File: config.mk
export PLATFORM = sky130hd
export DESIGN_NAME = insn_trace_monitor
export DESIGN_NICKNAME = d
export VERILOG_FILES = /design/src/rtl/trace_mon_pkg.sv /design/src/rtl/trace_fifo.sv /design/src/rtl/insn_trace_monitor.sv
export SDC_FILE = /design/constraint.sdc
export NUM_CORES = 1
export LEC_CHECK = 0
export ABC_AREA = 1
export CAP_MARGIN = 20
export CELL_PAD_IN_SITES_DETAIL_PLACEMENT = 2
export CELL_PAD_IN_SITES_GLOBAL_PLACEMENT = 2
export CORE_MARGIN = 3
export CORE_UTILIZATION = 46
export DETAILED_ROUTE_END_ITERATION = 10
export DONT_BUFFER_PORTS = 1
export GPL_TIMING_DRIVEN = 0
export PLACE_DENSITY_LB_ADDON = 0.15
export SETUP_SLACK_MARGIN = 0.02
export SYNTH_ARGS = -nofsm -noshare
export SYNTH_HDL_FRONTEND = slang
export SYNTH_SLANG_ARGS = --single-unit
File: constraint.sdc
create_clock -name i_clk -period 9.5 [get_ports i_clk]
set_clock_uncertainty 0.2 [all_clocks]
set_input_delay 1.425 -clock i_clk [delete_from_list [all_inputs] [get_ports i_clk]]
set_output_delay 1.425 -clock i_clk [all_outputs]
set_load 0.02 [all_outputs]
File: src/rtl/trace_mon_pkg.sv
// Shared types and helpers for the instruction trace monitor.
package trace_mon_pkg;

   typedef enum logic [1:0] {
      ST_IDLE    = 2'd0,
      ST_RUN     = 2'd1,
      ST_HALTED  = 2'd2,
      ST_TIMEOUT = 2'd3
   } state_e;

   function automatic logic [31:0] sat_inc32(input logic [31:0] v);
      return (v == 32'hFFFF_FFFF) ? v : v + 32'd1;
   endfunction

endpackage

File: src/rtl/trace_fifo.sv
// Circular FIFO that overwrites its oldest entry when pushed while full, with a sticky overflow flag.
module trace_fifo #(
   parameter int W     = 32,
   parameter int DEPTH = 16
) (
   input  logic                     i_clk,
   input  logic                     i_rst_n,
   input  logic                     i_flush,
   input  logic                     i_push,
   input  logic [W-1:0]             i_data,
   input  logic                     i_rdy,
   output logic                     o_vld,
   output logic [W-1:0]             o_data,
   output logic [$clog2(DEPTH):0]   o_count,
   output logic                     o_ovf
);

   localparam int AW = $clog2(DEPTH);
   localparam int CW = AW + 1;

   logic [W-1:0]  mem_q [DEPTH];
   logic [AW-1:0] wr_ptr_q, wr_ptr_d, rd_ptr_q, rd_ptr_d;
   logic [CW-1:0] count_q, count_d;
   logic          ovf_q, ovf_d;
   logic          pop, full;

   assign pop  = i_rdy && (count_q != '0);
   assign full = (count_q == CW'(DEPTH));

   always_comb begin
      wr_ptr_d = wr_ptr_q;
      rd_ptr_d = rd_ptr_q;
      count_d  = count_q;
      ovf_d    = ovf_q;
      if (i_flush) begin
         wr_ptr_d = '0;
         rd_ptr_d = '0;
         count_d  = '0;
         ovf_d    = 1'b0;
      end else begin
         if (i_push) wr_ptr_d = wr_ptr_q + AW'(1);
         // A push into a full buffer advances the read side too, dropping the oldest entry.
         if (pop || (i_push && full)) rd_ptr_d = rd_ptr_q + AW'(1);
         if (i_push && full && !pop) ovf_d = 1'b1;
         if (i_push && !pop && !full) count_d = count_q + CW'(1);
         else if (pop && !i_push)     count_d = count_q - CW'(1);
      end
   end

   always_ff @(posedge i_clk or negedge i_rst_n) begin
      if (!i_rst_n) begin
         wr_ptr_q <= '0;
         rd_ptr_q <= '0;
         count_q  <= '0;
         ovf_q    <= 1'b0;
      end else begin
         wr_ptr_q <= wr_ptr_d;
         rd_ptr_q <= rd_ptr_d;
         count_q  <= count_d;
         ovf_q    <= ovf_d;
      end
   end

   // NOTE: storage has no reset; emptiness is tracked by count_q and the read data is masked when empty.
   always_ff @(posedge i_clk) begin
      if (i_push && !i_flush) mem_q[wr_ptr_q] <= i_data;
   end

   assign o_vld   = (count_q != '0);
   assign o_data  = o_vld ? mem_q[rd_ptr_q] : '0;
   assign o_count = count_q;
   assign o_ovf   = ovf_q;

endmodule

File: src/rtl/insn_trace_monitor.sv
// Run monitor: traces retired PCs, counts retirements, detects halt (PC self-loop) and watchdog timeout.
// Define TRACE_IO_SNAPSHOT_EN to store an IO snapshot alongside each traced PC.
module insn_trace_monitor
   import trace_mon_pkg::*;
#(
   parameter int PC_W     = 32,
   parameter int DEPTH    = 16,
   parameter int HALT_CNT = 4,
`ifdef TRACE_IO_SNAPSHOT_EN
   parameter int IO_W     = 32,
`endif
   parameter int WDOG_W   = 16
) (
   input  logic                     i_clk,
   input  logic                     i_rst_n,
   input  logic                     i_start,
   input  logic                     i_clear,
   input  logic [PC_W-1:0]          i_pc,
   input  logic                     i_insn_vld,
   input  logic [WDOG_W-1:0]        i_wdog_limit,
`ifdef TRACE_IO_SNAPSHOT_EN
   input  logic [IO_W-1:0]          i_io_ledr,
   output logic [IO_W-1:0]          o_rd_io,
`endif
   output logic                     o_rd_vld,
   input  logic                     i_rd_rdy,
   output logic [PC_W-1:0]          o_rd_pc,
   output logic [$clog2(DEPTH):0]   o_count,
   output logic                     o_ovf,
   output logic [31:0]              o_retired,
   output state_e                   o_state,
   output logic                     o_done
);

   localparam int SW = $clog2(HALT_CNT + 1);
`ifdef TRACE_IO_SNAPSHOT_EN
   localparam int EW = IO_W + PC_W;
`else
   localparam int EW = PC_W;
`endif

   state_e            state_q, state_d;
   logic [SW-1:0]     same_q, same_d;
   logic [PC_W-1:0]   last_pc_q, last_pc_d;
   logic [WDOG_W-1:0] wdog_q, wdog_d;
   logic [31:0]       retired_q, retired_d;
   logic              push;
   logic [EW-1:0]     wr_data, rd_data;

   assign push = (state_q == ST_RUN) && i_insn_vld && !i_clear;

   // NOTE: every comb output gets its hold value first so no path can infer a latch.
   always_comb begin
      state_d   = state_q;
      same_d    = same_q;
      last_pc_d = last_pc_q;
      wdog_d    = wdog_q;
      retired_d = retired_q;
      if (i_clear) begin
         state_d   = ST_IDLE;
         same_d    = '0;
         last_pc_d = '0;
         wdog_d    = '0;
         retired_d = '0;
      end else begin
         case (state_q)
            ST_IDLE: if (i_start) begin
               state_d   = ST_RUN;
               same_d    = '0;
               wdog_d    = '0;
               retired_d = '0;
            end
            ST_RUN: begin
               wdog_d = wdog_q + WDOG_W'(1);
               if (push) begin
                  retired_d = sat_inc32(retired_q);
                  last_pc_d = i_pc;
                  // same_q == 0 marks the first retirement since start.
                  same_d    = (same_q == '0 || i_pc != last_pc_q) ? SW'(1) : same_q + SW'(1);
               end
               if (push && same_d == SW'(HALT_CNT))
                  state_d = ST_HALTED;
               else if (i_wdog_limit != '0 && wdog_d == i_wdog_limit)
                  state_d = ST_TIMEOUT;
            end
            default: ;
         endcase
      end
   end

   // NOTE: state registers use non-blocking assignments so every flop samples pre-edge values.
   always_ff @(posedge i_clk or negedge i_rst_n) begin
      if (!i_rst_n) begin
         state_q   <= ST_IDLE;
         same_q    <= '0;
         last_pc_q <= '0;
         wdog_q    <= '0;
         retired_q <= '0;
      end else begin
         state_q   <= state_d;
         same_q    <= same_d;
         last_pc_q <= last_pc_d;
         wdog_q    <= wdog_d;
         retired_q <= retired_d;
      end
   end

`ifdef TRACE_IO_SNAPSHOT_EN
   assign wr_data = {i_io_ledr, i_pc};
   assign o_rd_io = rd_data[EW-1:PC_W];
`else
   assign wr_data = i_pc;
`endif

   trace_fifo #(
      .W     (EW),
      .DEPTH (DEPTH)
   ) u_fifo (
      .i_clk   (i_clk),
      .i_rst_n (i_rst_n),
      .i_flush (i_clear),
      .i_push  (push),
      .i_data  (wr_data),
      .i_rdy   (i_rd_rdy),
      .o_vld   (o_rd_vld),
      .o_data  (rd_data),
      .o_count (o_count),
      .o_ovf   (o_ovf)
   );

   assign o_rd_pc   = rd_data[PC_W-1:0];
   assign o_retired = retired_q;
   assign o_state   = state_q;
   assign o_done    = (state_q == ST_HALTED) || (state_q == ST_TIMEOUT);

endmodule

==> results.sh, run 1 <==
export IMPL_outcome="complete, no violations"
export IMPL_gr_total_overflow=0
export IMPL_nets=2469
export IMPL_portBuffers=0
export IMPL_async_flop_share_pct=16.20
export IMPL_die_area_um2=59530
export IMPL_io_pins=128
export IMPL_die_w_um=244.0
export IMPL_hold_violations=0
export IMPL_p_leak_uw=0.01015
export IMPL_power_frac_comb_pct=21.9
export IMPL_finalCriticalPeriod_ns=6.318
export IMPL_cts_max_path_buffers=3
export IMPL_p_sw_uw=2410
export IMPL_synth_area_per_cell_um2=11.24
export IMPL_fin_tns_setup_ns=0
export IMPL_grt_pass1_vias=23850
export IMPL_rows=86
export IMPL_synth_nets=2384
export IMPL_synth_edf_count=512
export IMPL_clk_latency_ns=0.62
export IMPL_max_slew_margin_rel_pct=20.81
export IMPL_htree_levels=3
export IMPL_slew_viol_final=0
export IMPL_tritoncts="yes"
export IMPL_worstMarginPinSlew_ns=1.188
export IMPL_fp_coreArea_um2=55520
export IMPL_numCtsBuffers=67
export IMPL_wl_mm=116.4
export IMPL_antenna_found_initial=3
export IMPL_route_vias_total=21370
export IMPL_worstSetupEndpointType="output pin"
export IMPL_syn2layout_area_growth_pct=13.00
export IMPL_diodes=0
export IMPL_fmax_mhz=158.3
export IMPL_drive_gt1_share_pct=5.794
export IMPL_power_switching_share_pct=34.11
export IMPL_post_cts_setup_buffer_count=0
export IMPL_final_common_cell="edfxtp_1"
export IMPL_dp_hpwl_mm=72.62
export IMPL_crit_arrival_ns=4.69
export IMPL_grtUsageTotal_pct=39.07
export IMPL_path_class="reg -> out"
export IMPL_grt_pass1_wl_mm=168.5
export IMPL_clkSlewWorstSetupHoldPaths_ns=0.07
export IMPL_synth_seq_cells=611
export IMPL_drt_first_pass_iters=5
export IMPL_synth_cells=2317
export IMPL_p_per_area_nw_per_um2=240.0
export IMPL_drtAntennaViolNets=0
export IMPL_min_path_type="in -> async"
export IMPL_initial_core_util_pct=46.92
export IMPL_yosysSeqAreaShare_pct=68.52
export IMPL_drt_initial_drc_count=2457
export IMPL_pwr_share_clk_pct=35.8
export IMPL_synth_warnings=0
export IMPL_synthDistinctLibCells=41
export IMPL_maxCapViolCount=0
export IMPL_cts_sinks=611
export IMPL_route_detailed_drc=0
export IMPL_critical_path_required_ns=7.88
export IMPL_gp_congestion=0.8421
export IMPL_grt_start_max_net_pins=100
export IMPL_intPower_uw=4655
export IMPL_crit_fanout=10
export IMPL_die_height_um=244.0
export IMPL_synthFlopType="edfxtp_1"
export IMPL_final_cell_mix="512 x edfxtp_1, 380 x nor2_1, 314 x o21ai_0, 291 x nand2_1, 134 x inv_1"
export IMPL_critPathLaunchType="flip-flop"
export IMPL_fillers=5472
export IMPL_syn_area_um2=26050
export IMPL_power_frac_seq_pct=42.3
export IMPL_finalPower_uw=7065
export IMPL_wl_per_cell_um=36.40
export IMPL_cts_resized=0
export IMPL_rsz0062_at_grt="no"
export IMPL_setup_viol=0
export IMPL_hold_buffers=0
export IMPL_period_share_pct=66.50
export IMPL_via_per_inst=6.680
export IMPL_peakVddDrop_mv=0.1380
export IMPL_cts_root_buf="clkbuf_16"
power groups by stage:
stage	clock network [uW]	registers, uW	logic [uW]
3_3_place_gp	0	3040	1330
3_5_place_dp	0	3040	1450
5_1_grt	2640	2990	1610
4_1_cts	2540	2990	1510
2_1_floorplan	0	3030	851
6_report	2530	2990	1540
path summary, 6_finish.rpt:
| path | startpoint | to | slack, ns | depth (start not counted) |
|---|---|---|---|---|
| min reg2reg | last_pc_q[30]$_DFFE_PN0P_ | last_pc_q[30]$_DFFE_PN0P_ | 0.34 | 2 |
| max | u_fifo.rd_ptr_q[0]$_DFFE_PN0P_ | o_rd_pc[14] | 3.18 | 10 |
| min | i_rst_n | o_retired[25]$_DFFE_PN0P_ | 0.30 | 0 |
| max reg2reg | o_state[0]$_DFFE_PN0P_ | u_fifo.mem_q[8][12]$_DFFE_PP_ | 5.54 | 8 |
| max in group asynchronous | i_rst_n | wdog_q[8]$_DFFE_PN0P_ | 8.57 | 0 |
| min in group i_clk | last_pc_q[30]$_DFFE_PN0P_ | last_pc_q[30]$_DFFE_PN0P_ | 0.34 | 2 |
state kept, by name, summed over array words and instances (netlist names):
| name | cells |
|---|---|
| o_retired | 32 |
| last_pc_q | 32 |
| same_q | 3 |
| u_fifo.rd_ptr_q | 4 |
| u_fifo.o_count | 5 |
| o_state | 2 |
| u_fifo.wr_ptr_q | 4 |
| wdog_q | 16 |
| u_fifo.mem_q | 512 |
| u_fifo.o_ovf | 1 |
Yosys cell counts, types with 2 or more instances:
library cell  count  share of area [%]
o21a_1            4               0.12
ha_1             12               0.58
o211ai_1          2              0.058
clkinv_1          3              0.043
nand3_1         105                2.0
buf_6             2              0.086
nand2_2           2              0.048
nor4_1            7               0.17
clkbuf_1         99                1.4
o22ai_1          70                1.7
edfxtp_1        512                 59
buf_1            15               0.22
o21ai_1           7               0.13
nor3_1           23               0.44
o221ai_1         92                3.1
nand4_1          18               0.43
a21oi_1          47               0.90
dfrtp_1          99                9.5
nor2_4            2              0.086
inv_1           134                1.9
nand2_1         291                4.2
xnor2_1          12               0.40
buf_2             9               0.17
nand2_4           2              0.086
nor2_1          396                5.7
o21ai_0         314                6.0
xor2_1           22               0.74
xnor3_1           2               0.17
a21oi_2           2              0.067
per-stage QoR:
stage               area [um^2]  instances  util (%)  setup slack (ns)  hold slack, ns
global placement          26990       3065     48.61             2.861          0.2990
detailed placement        27430       3081     49.40             4.180          0.3158
floorplan                 26050       2317         -             5.252          0.2763
global route              29440       3199     53.02             3.110          0.2776
finish                    29440       3199     53.02             3.182          0.2960
CTS                       29440       3199     53.02             3.374          0.2790
worst max-delay path, cell delays in order (launching register included):
cell and delay [ns]:
dfrtp_1 0.62, buf_2 0.37, inv_1 0.29, buf_2 0.36, buf_1 0.69, nor2_1 0.14, o22ai_1 0.24, nor2_1 0.06
nor2_1 0.17, o21ai_0 0.45, a21oi_1 0.66
kinds of logic (layout without fill, tap and decap cells):
group,count (synthesis),in the layout,share of synthesized area [%]
simple gates,853,853,13.46
flops,611,611,68.52
xor+xnor,36,36,1.316
fa+ha+maj,13,13,0.6531
buf+inv,265,399,3.938
compound gates,539,539,12.11
metal layers:
layer  up-vias  routed length, um  track usage, %
met1     11130              41600           46.04
met3       409               9681           7.873
met2      1357              57610           67.08
met4         2               7542           21.94
met5         -                 12               0
li1       8475                  -               -
area by class of cell:
class	instances	area, um^2	share of cell area [%]
Sequential cell	611	17850	60.64
Tap cell	748	935.9	3.179
Inverter	139	523.0	1.776
Clock inverter	20	92.59	0.3145
Clock buffer	98	1918	6.515
Buffer	126	503.0	1.708
Timing Repair Buffer	16	320.3	1.088
Multi-Input combinational cell	1441	7296	24.78
(Power assumes the default switching activity.)
==> run 2, diff against run 1 <==
- CORE_UTILIZATION: 46 -> 39
- clock period: 9.5 -> 5.3 ns (I/O delays scaled with it)
==> run 2 against run 1 <==
  * Critical path depth fell by 2
  * Clock power rose by 96%
  * Sequential share of layout area fell by 1.1 points
  * First-iteration DRC count fell by 21%
  * Largest cell class unchanged
  * Via count fell by 6.4%
  * Sequential power rose by 79%
  * Critical path type unchanged
  * Core utilization fell by 7.6 points
  * Power rose by 84%
  * Register-to-register slack got worse by 4.0 ns
  * Count of clock-buffer cells in the layout fell by 9
  * Highest routed layer is now met4
  * Worst hold slack got worse by 0.23 ns
  * Global-route usage fell by 9.2 points
==> results.sh, run 2 (synthesized netlist as in run 1, its figures left out) <==
export IMPL_worstPathCellList="buf_2 -> inv_1 -> buf_2 -> buf_1 -> nor2_1 -> o221ai_1 -> nand3_1 -> a21oi_1"
export IMPL_crit_slowest_cell="buf_1"
export IMPL_hold_violations=0
export IMPL_grt_start_max_net_pins=100
export IMPL_p_leak_uw=0.01034
export IMPL_peakVddDrop_mv=0.2104
export IMPL_finalCriticalPeriod_ns=5.196
export IMPL_drive_gt1_share_pct=7.062
export IMPL_nets=2475
export IMPL_die_area_um2=69940
export IMPL_final_cell_mix="512 x edfxtp_1, 380 x nor2_1, 314 x o21ai_0, 291 x nand2_1, 134 x inv_1"
export IMPL_die_w_um=264.5
export IMPL_dp_hpwl_mm=69.55
export IMPL_via_per_inst=6.011
export IMPL_r2r_slack_ns=1.54
export IMPL_initial_core_util_pct=39.49
export IMPL_drt_initial_drc_count=1951
export IMPL_io_pins=128
export IMPL_htree_levels=3
export IMPL_period_share_pct=98.04
export IMPL_rsz0062_at_grt="no"
export IMPL_slowest_delay_ns=0.67
export IMPL_diodes=0
export IMPL_critPathLaunchType="flip-flop"
export IMPL_layout_cells_non_filler=3328
export IMPL_fp_coreArea_um2=65980
export IMPL_crit_top_cell="buf_2"
export IMPL_max_slew_margin_rel_pct=28.74
export IMPL_grt_pass1_wl_mm=152.4
export IMPL_crit_fanout=10
export IMPL_p_per_area_nw_per_um2=432.7
export IMPL_largest_reg_flops=512
export IMPL_path_class="reg -> out"
export IMPL_fmax_mhz=192.5
export IMPL_maxCapViolCount=0
export IMPL_die_height_um=264.5
export IMPL_tritoncts="yes"
export IMPL_worstSetupEndpointType="output pin"
export IMPL_max_flop_register="u_fifo.mem_q"
export IMPL_numCtsBuffers=70
export IMPL_drtAntennaViolNets=0
export IMPL_outcome="complete, no violations"
export IMPL_critical_path_required_ns=4.30
export IMPL_crit_arrival_ns=4.20
export IMPL_rows=94
export IMPL_cts_max_path_buffers=3
export IMPL_setup_viol=0
export IMPL_worstMarginPinSlew_ns=1.069
export IMPL_antenna_found_initial=5
export IMPL_gr_total_overflow=0
export IMPL_dp_cells=3198
export IMPL_final_common_cell="edfxtp_1"
export IMPL_route_vias_total=20010
export IMPL_wl_per_cell_um=31.42
export IMPL_grt_pass1_vias=22150
export IMPL_gp_congestion=0.8359
export IMPL_slew_viol_final=0
export IMPL_post_cts_setup_buffer_count=0
export IMPL_clk_latency_ns=0.62
export IMPL_portBuffers=0
export IMPL_wl_mm=104.6
export IMPL_cts_sinks=611
export IMPL_drt_first_pass_iters=5
export IMPL_cts_root_buf="clkbuf_16"
export IMPL_clkSlewWorstSetupHoldPaths_ns=0.06
export IMPL_grtUsageTotal_pct=29.83
export IMPL_route_detailed_drc=0
export IMPL_fin_tns_setup_ns=0
export IMPL_syn2layout_area_growth_pct=15.09
export IMPL_min_path_type="in -> reg"
export IMPL_holdWs_ns=0.07098
## run 2: changes by cell type in the layout (fill, tap and decap cells not counted), moves of 4 or more
cell,previous run,this run
a21oi_2,2,8
clkinvlp_4,0,4
clkbuf_1,122,107
clkbuf_2,0,5
bufinv_16,0,6
buf_16,0,4
a21oi_1,47,41
## run 2: layer usage
metal	vias up	GRT usage (%)	part of all wire (%)
li1	8488	-	-
met1	10530	37.11	39
met2	805	52.45	51
met3	187	4.854	6.7
met4	0	11.28	3.5
met5	-	0	0
## run 2: per-stage QoR
step	util, %	worst slack [ns]	area, um^2	total power (uW)
2_1_floorplan	-	1.682	26050	6954
3_3_place_gp	41.13	-1.020	27130	7909
3_5_place_dp	41.86	0.5784	27620	8058
4_1_cts	45.43	0.02284	29970	13020
5_1_grt	45.45	0.04372	29990	13430
6_report	45.45	0.1041	29990	12980
## run 2: area by class of cell
type | count | area (um^2)
multi-input cells | 1441 | 7318
well taps | 864 | 1081
inverters | 139 | 523.0
repair buffers | 19 | 400.4
clock inverters | 39 | 362.8
clock buffers | 89 | 1938
fillers | 6721 | 35990
flip-flops and latches | 611 | 17850
plain buffers | 126 | 510.5
## run 2: repair_timing
item	in CTS	in global routing
hold endpoints to repair	99	0
hold buffers	2	0
gates resized for setup	6	9
endpoints found under the setup margin	6	6
## run 2: worst paths after layout
path                                                      from                             to  cells after the start
worst max register to register          o_state[0]$_DFFE_PN0P_  u_fifo.mem_q[15][7]$_DFFE_PP_                      8
worst min-delay path                                  i_pc[27]  u_fifo.mem_q[2][27]$_DFFE_PP_                      0
worst max-delay path            u_fifo.rd_ptr_q[0]$_DFFE_PN0P_                    o_rd_pc[28]                      8
max in group asynchronous                              i_rst_n         wdog_q[15]$_DFFE_PN0P_                      2
worst min register to register       last_pc_q[20]$_DFFE_PN0P_      last_pc_q[20]$_DFFE_PN0P_                      2
min in group asynchronous                              i_rst_n      o_retired[24]$_DFFE_PN0P_                      2
## run 2: worst max-delay path, delay by kind of cell (launching register included)
kind	cells	cell delay (ns)
AOI/OAI and AO/OA	2	1.01
buffers and inverters	4	1.64
DFF	1	0.60
and+or+nand+nor	2	0.32
## run 2: report_power, final
group / switching (uW) / total, uW / internal, uW
clock network: 2060 / 4950 / 2890
logic: 2090 / 2680 / 589
registers: 90.9 / 5350 / 5260
